File: config.mk
export PLATFORM = sky130hd
export DESIGN_NAME = enemy_wave_ctrl
export DESIGN_NICKNAME = d
export VERILOG_FILES = /design/src/rtl/enemy_wave_ctrl.sv
export SDC_FILE = /design/constraint.sdc
export NUM_CORES = 1
export LEC_CHECK = 0
export BUFFER_PORTS_ARGS = -buffer_cell sky130_fd_sc_hd__buf_4
export CAP_MARGIN = 20
export CORE_ASPECT_RATIO = 0.8
export CORE_MARGIN = 4
export CORE_UTILIZATION = 59
export CTS_CLUSTER_SIZE = 20
export DETAILED_ROUTE_END_ITERATION = 10
export HOLD_SLACK_MARGIN = 0.08
export PLACE_DENSITY_LB_ADDON = 0.08
export SLEW_MARGIN = 20
export SYNTH_ARGS = -nofsm -noshare
export SYNTH_HDL_FRONTEND = slang
export SYNTH_SLANG_ARGS = --single-unit
File: constraint.sdc
create_clock -name i_clk -period 4.45 [get_ports i_clk]
set_input_delay 0.6675 -clock i_clk [delete_from_list [all_inputs] [get_ports i_clk]]
set_output_delay 0.6675 -clock i_clk [all_outputs]
set_load 0.01 [all_outputs]
File: src/rtl/enemy_wave_ctrl.sv
// enemy_wave_ctrl: sequences one wave of enemy ships and arbitrates their fire permission.
//
// Ports:
//   i_clk        base clock, all logic on the rising edge
//   i_rst        synchronous active-high reset
//   i_ani_stb    one-cycle strobe per animation frame
//   i_paused     game paused; frame strobes are ignored while high
//   i_hit        per-ship hit pulse from collision logic
//   i_firing     per-ship bullet-in-air flag
//   o_alive      ship present and drawn
//   o_animate    ship movement enable (same as o_alive)
//   o_fire_en    one-hot-or-zero fire permission
//   o_wave       current wave number, starts at 1, saturates at 255
//   o_score      accumulated kill score, saturates at 16'hFFFF
//   o_wave_clear one-cycle pulse on entering the clear phase
//
// A "tick" is a frame strobe while not paused. Spawning, cooldown and the clear hold advance on
// ticks only; kills act on any cycle.

module enemy_wave_ctrl #(
  parameter int unsigned N_SHIPS      = 4,
  parameter int unsigned SPAWN_GAP    = 20,
  parameter int unsigned FIRE_GAP     = 30,
  parameter int unsigned CLEAR_FRAMES = 60,
  parameter int unsigned KILL_PTS     = 10
) (
  input  logic               i_clk,
  input  logic               i_rst,
  input  logic               i_ani_stb,
  input  logic               i_paused,
  input  logic [N_SHIPS-1:0] i_hit,
  input  logic [N_SHIPS-1:0] i_firing,
  output logic [N_SHIPS-1:0] o_alive,
  output logic [N_SHIPS-1:0] o_animate,
  output logic [N_SHIPS-1:0] o_fire_en,
  output logic [7:0]         o_wave,
  output logic [15:0]        o_score,
  output logic               o_wave_clear
);

  localparam int unsigned IW = (N_SHIPS > 1) ? $clog2(N_SHIPS) : 1;

  // Terminal counter values; a zero gap degenerates to one tick.
  localparam logic [15:0] SPAWN_RLD = 16'((SPAWN_GAP    > 0) ? SPAWN_GAP    - 1 : 0);
  localparam logic [15:0] COOL_LAST = 16'((FIRE_GAP     > 0) ? FIRE_GAP     - 1 : 0);
  localparam logic [15:0] CLR_LAST  = 16'((CLEAR_FRAMES > 0) ? CLEAR_FRAMES - 1 : 0);
  localparam logic [3:0]  NS        = 4'(N_SHIPS);

  typedef enum logic [1:0] {WvSpawn, WvActive, WvClear} wave_st_t;
  typedef enum logic [1:0] {ArbIdle, ArbGrant, ArbCool} arb_st_t;

  wave_st_t r_wave_st, w_wave_nxt;
  arb_st_t  r_arb_st,  w_arb_nxt;

  logic [N_SHIPS-1:0] r_alive;
  logic [N_SHIPS-1:0] r_firing_prev;
  logic [3:0]         r_spawn_idx;
  logic [15:0]        r_gap_cnt;
  logic [15:0]        r_clr_cnt;
  logic [15:0]        r_cool_cnt;
  logic [IW-1:0]      r_rr_ptr;
  logic [IW-1:0]      r_grant_idx;
  logic [7:0]         r_wave;
  logic [15:0]        r_score;
  logic               r_wave_clear;

  logic               w_tick;
  logic [N_SHIPS-1:0] w_kill;
  logic [N_SHIPS-1:0] w_alive_eff;
  logic               w_spawn;
  logic [N_SHIPS-1:0] w_spawn_mask;
  logic [N_SHIPS-1:0] w_grant_mask;
  logic               w_grant_end;
  logic               w_arb_en;
  logic               w_found;
  logic [IW-1:0]      w_pick;
  logic [3:0]         w_kill_cnt;
  logic [31:0]        w_score_sum;

  assign w_tick = i_ani_stb & ~i_paused;

  // Kills are ignored during the clear phase; alive is empty there anyway.
  assign w_kill      = i_hit & r_alive & {N_SHIPS{r_wave_st != WvClear}};
  assign w_alive_eff = r_alive & ~w_kill;

  assign w_spawn      = (r_wave_st == WvSpawn) && w_tick && (r_gap_cnt == '0) && (r_spawn_idx < NS);
  assign w_spawn_mask = w_spawn ? (N_SHIPS'(1) << r_spawn_idx) : '0;

  // ---------------------------------------------------------------------------------------------
  // Wave FSM
  // ---------------------------------------------------------------------------------------------
  always_ff @(posedge i_clk) begin
    if (i_rst) r_wave_st <= WvSpawn;
    else       r_wave_st <= w_wave_nxt;
  end

  always_comb begin
    w_wave_nxt = r_wave_st;
    unique case (r_wave_st)
      WvSpawn: begin
        if (w_spawn && (r_spawn_idx == NS - 4'd1)) begin
          w_wave_nxt = WvActive;
        end else if ((r_spawn_idx >= NS) && (r_alive == '0)) begin
          // Everything spawned and already dead.
          w_wave_nxt = WvClear;
        end
      end
      WvActive: begin
        if (r_alive == '0) w_wave_nxt = WvClear;
      end
      WvClear: begin
        if (w_tick && (r_clr_cnt == CLR_LAST)) w_wave_nxt = WvSpawn;
      end
      default: w_wave_nxt = WvSpawn;
    endcase
  end

  always_comb begin
    o_alive      = r_alive;
    o_animate    = r_alive;
    o_wave       = r_wave;
    o_score      = r_score;
    o_wave_clear = r_wave_clear;
  end

  // Spawn sequencing: counters sit at zero outside SPAWN so every wave starts fresh.
  always_ff @(posedge i_clk) begin
    if (i_rst || (r_wave_st != WvSpawn)) begin
      r_spawn_idx <= '0;
      r_gap_cnt   <= '0;
    end else if (w_tick) begin
      if (r_gap_cnt == '0) begin
        if (r_spawn_idx < NS) begin
          r_spawn_idx <= r_spawn_idx + 4'd1;
          r_gap_cnt   <= SPAWN_RLD;
        end
      end else begin
        r_gap_cnt <= r_gap_cnt - 16'd1;
      end
    end
  end

  always_ff @(posedge i_clk) begin
    if (i_rst || (r_wave_st != WvClear)) r_clr_cnt <= '0;
    else if (w_tick)                     r_clr_cnt <= r_clr_cnt + 16'd1;
  end

  always_ff @(posedge i_clk) begin
    if (i_rst) r_alive <= '0;
    else       r_alive <= w_alive_eff | w_spawn_mask;
  end

  always_ff @(posedge i_clk) begin
    if (i_rst) begin
      r_wave       <= 8'd1;
      r_wave_clear <= 1'b0;
    end else begin
      r_wave_clear <= (r_wave_st != WvClear) && (w_wave_nxt == WvClear);
      if ((r_wave_st == WvClear) && (w_wave_nxt == WvSpawn) && (r_wave != 8'hFF)) begin
        r_wave <= r_wave + 8'd1;
      end
    end
  end

  // Score: every simultaneous kill counts.
  always_comb begin
    w_kill_cnt = '0;
    for (int unsigned i = 0; i < N_SHIPS; i++) begin
      w_kill_cnt = w_kill_cnt + 4'(w_kill[i]);
    end
  end

  assign w_score_sum = 32'(r_score) + 32'(w_kill_cnt) * KILL_PTS;

  always_ff @(posedge i_clk) begin
    if (i_rst)                          r_score <= '0;
    else if (w_score_sum > 32'h0000FFFF) r_score <= 16'hFFFF;
    else                                r_score <= w_score_sum[15:0];
  end

  // ---------------------------------------------------------------------------------------------
  // Fire arbiter
  // ---------------------------------------------------------------------------------------------
  assign w_arb_en     = (r_wave_st != WvClear);
  assign w_grant_mask = N_SHIPS'(1) << r_grant_idx;
  // A dying ship must not keep its grant, hence the kill term.
  assign w_grant_end  = |(w_grant_mask & ((r_firing_prev & ~i_firing) | w_kill | ~r_alive));

  // Round-robin pick: first surviving ship at or after the pointer, wrapping.
  always_comb begin
    int unsigned c;
    c       = 0;
    w_found = 1'b0;
    w_pick  = '0;
    for (int unsigned i = 0; i < N_SHIPS; i++) begin
      c = 32'(r_rr_ptr) + i;
      if (c >= N_SHIPS) c = c - N_SHIPS;
      if (!w_found && ((w_alive_eff & (N_SHIPS'(1) << c)) != '0)) begin
        w_found = 1'b1;
        w_pick  = IW'(c);
      end
    end
  end

  always_ff @(posedge i_clk) begin
    if (i_rst) r_arb_st <= ArbIdle;
    else       r_arb_st <= w_arb_nxt;
  end

  always_comb begin
    w_arb_nxt = r_arb_st;
    unique case (r_arb_st)
      ArbIdle:  if (w_tick && w_found) w_arb_nxt = ArbGrant;
      ArbGrant: if (w_grant_end) w_arb_nxt = ArbCool;
      ArbCool:  if (w_tick && (r_cool_cnt == COOL_LAST)) w_arb_nxt = ArbIdle;
      default:  w_arb_nxt = ArbIdle;
    endcase
    if (!w_arb_en) w_arb_nxt = ArbIdle;
  end

  always_comb begin
    o_fire_en = (r_arb_st == ArbGrant) ? (w_grant_mask & r_alive) : '0;
  end

  always_ff @(posedge i_clk) begin
    if (i_rst) begin
      r_rr_ptr    <= '0;
      r_grant_idx <= '0;
    end else if ((r_arb_st == ArbIdle) && (w_arb_nxt == ArbGrant)) begin
      r_grant_idx <= w_pick;
      r_rr_ptr    <= (w_pick == IW'(N_SHIPS - 1)) ? '0 : w_pick + IW'(1);
    end
  end

  always_ff @(posedge i_clk) begin
    if (i_rst || (r_arb_st != ArbCool)) r_cool_cnt <= '0;
    else if (w_tick)                    r_cool_cnt <= r_cool_cnt + 16'd1;
  end

  always_ff @(posedge i_clk) begin
    if (i_rst) r_firing_prev <= '0;
    else       r_firing_prev <= i_firing;
  end

endmodule

==> reports/qor.yml <==
floorplanning:
  fp.dieW_um: 109.1
  initial_utilization_pct: 60.73
  core_um2: 7946
  rows: 29
  design.die.area_um2: 9699
  ioPinCount: 49
  die_h_um: 88.89
yosys:
  synth_cell_types: 64
  async_flop_share_pct: 0
  synth_nets: 597
  syn_area_um2: 4826
  avgSynthCellArea_um2: 8.618
  yosysWarnings: 0
  synth_edf_count: 0
  synth_flop_cell: "dfxtp_1"
  synth_seq_cells: 93
  syn_inst: 560
  seq_area_frac_synth_pct: 38.58
job:
  cap_violations: 0
grt:
  grt_use_total_pct: 22.86
  antenna_found_initial: 0
  grt_max_degree: 47
  overflow: 0
  grt_pass1_wl_um: 17720
  grt_pass1_vias: 3740
cells_and_area:
  diodes: 0
  multiInputGateArea_um2: 2766
  nets: 636
  fillCellCount: 645
  syn_to_final_growth_pct: 12.52
  seqCellArea_um2: 1862
  layout-drive-gt1-share_pct: 14.24
timing:
  clock_skew_ns: 0.01578
  fin_crit_ns: 3.963
  finalSetupViolations: 0
  rsz0062_at_grt: "false"
  tightest_slew_ns: 0.7370
  hold_viol_final: 0
  slew_violations: 0
  clock.fmax_mhz: 252.4
  relSlewSlack_pct: 50.76
  min_period_over_period_pct: 89.05
  tns_ns: 0
  holdWs_ns: 0.4644
setup_path:
  setup.worst_path.class: "reg2reg"
  cp-start-kind: "register"
  worstPathRequired_ns: 4.68
  slowest_delay_ns: 0.49
  crit_chain: "nand2b_4, and3_1, fa_1, ha_1, ha_1, ha_1, ha_1, ha_1, a21oi_1, o21ai_0, nor3b_1, and4b_1, a211oi_1"
  cp_top_family: "adder cells"
  crit_buf_inv: 0
  path_max_fanout: 22
  arrival_ns: 4.20
  r2r_cells: 13
  end_kind: "register"
  crit_top_cell: "ha_1"
  slowest_stage: "dfxtp_1"
  cp_num_cells: 13
worst_hold_path:
  hold_class: "reg2reg"
  whs_path_depth: 2
clock_tree:
  cts_resized: 0
  ctsLongestPathBuffers: 2
  cts_tree: "built"
  htree_levels: 3
  clock_sinks: 93
  clk_latency_ns: 0.37
  clockRootBuffer: "clkbuf_8"
  cts_inserted_buffers: 9
  ctsHoldBuffers: 0
  clkTransAtPathRegs_ns: 0.09
  cts_setup_buffers: 0
drt:
  route.vias.total: 4058
  drtIter0Drc: 182
  drc: 0
  ant_nets: 0
  viasPerCell: 5.699
  dr.pass1.iters: 5
  wl_per_cell_um: 14.82
  drt_wl_total_um: 10550
place:
  place_congestion: 0.8786
  portBuffers: 48
  dp_hpwl_um: 7647
power_and_ir_drop:
  peakVddDrop_mv: 0.2438
  p_leak_nw: 2.103
  power.density_nw_per_um2: 304.8
status:
  status: "finished, final reports clean"
Yosys cell counts (all sizes together) (4+ instances only):
cell type   n  area share (%)
a211oi      6            0.93
a21oi      49             5.2
and2        4            0.52
and3       13             1.7
buf         9             1.5
clkbuf     13             1.0
dfxtp      93              39
ha         23             6.0
inv        21             1.6
nand2      48             3.8
nand2b      5            0.80
nand3      13             1.3
nand4      15             1.9
nor2       69             5.4
nor2b       4            0.52
nor3       22             2.4
nor4       13             2.0
o21ai      16             1.7
o22ai       5            0.65
or3         6            0.78
or4         9             1.8
xnor2      26             4.7
xor2       30             5.4
worst register-to-register path, delay by kind of cell (launching register included):
kind | cells | cell delay, ns
adders and majority gates | 6 | 1.75
DFF | 1 | 0.49
and+or+nand+nor | 4 | 1.13
AOI/OAI and AO/OA | 3 | 0.46
area by class of cell:
type / count / area share, %
multi-input cells: 424 / 50.94
flip-flops and latches: 93 / 34.29
repair buffers: 50 / 6.912
clock buffers: 10 / 2.535
well taps: 108 / 2.488
inverters: 21 / 1.452
clock inverters: 6 / 1.382
per-stage QoR:
| stage | util [%] | area (um2) | std cells | setup slack (ns) | power [mW] |
|---|---|---|---|---|---|
| floorplan | - | 4826 | 560 | 0.6593 | 1.030 |
| global placement | 65.66 | 5218 | 696 | 0.5887 | 1.065 |
| detailed placement | 65.66 | 5218 | 696 | 0.4685 | 1.070 |
| CTS | 68.34 | 5430 | 712 | 0.5036 | 1.668 |
| global route | 68.34 | 5430 | 712 | 0.2193 | 1.728 |
| finish | 68.34 | 5430 | 712 | 0.4873 | 1.655 |
layer usage:
layer  wire, um  vias to the layer above  part of all wire (%)  track usage (%)
li1           -                     2057                     -                -
met3        635                       11                   6.0            4.982
met4        136                        0                   1.3            6.537
met5          0                        -                     0                0
met1       4956                     1883                    47            30.88
met2       4820                      107                    46            37.18
final timing paths:
path,startpoint,to,slack [ns]
hold / removal,o_score[0],o_score[0],0.46
setup reg to reg,r_wave_st[1],o_score[15],0.49
hold reg to reg,o_score[0],o_score[0],0.46
setup / recovery,r_wave_st[1],o_score[15],0.49
cells by family (layout without fill, tap and decap cells):
family / after synthesis / in the layout / synth area share, %
AO/OA/AOI/OAI: 101 / 101 / 13.51
XOR/XNOR: 56 / 56 / 10.16
adder cells (fa/ha/maj): 25 / 25 / 6.793
buffers and inverters: 43 / 87 / 4.097
flip-flops: 93 / 93 / 38.58
multiplexers: 4 / 4 / 1.089
AND/OR/NAND/NOR: 238 / 238 / 25.77
registers in the layout (all words and copies together), names as in the netlist:
name           count
o_alive            4
o_score           16
o_wave             8
o_wave_clear       1
r_arb_st           2
r_clr_cnt         16
r_cool_cnt        16
r_firing_prev      4
r_gap_cnt         16
r_grant_idx        2
r_rr_ptr           2
r_spawn_idx        4
r_wave_st          2
report_power, final:
group | switching (mW) | internal (mW)
clock network | 0.315 | 0.284
registers | 0.0250 | 0.855
logic | 0.0994 | 0.0775
layout by cell type (no fill, tap or decap), types with 4 or more instances in the layout:
cell type / Yosys / final
ha_1: 23 / 23
or4_4: 5 / 5
o21ai_0: 16 / 16
inv_1: 21 / 21
xnor2_1: 26 / 26
nand4_1: 15 / 15
and3_1: 13 / 13
nor2b_1: 4 / 4
nand2b_1: 4 / 4
and2_1: 4 / 4
o22ai_1: 5 / 5
or3_1: 6 / 6
nand2_1: 47 / 47
nor2_1: 68 / 68
a21oi_1: 47 / 47
nor4_1: 12 / 12
dfxtp_1: 93 / 93
nand3_1: 13 / 13
a211oi_1: 6 / 6
nor3_1: 21 / 21
clkbuf_8: 0 / 10
or4_1: 4 / 4
buf_4: 5 / 50
xor2_1: 30 / 30
Note: power is estimated with default switching activity, not from simulation.
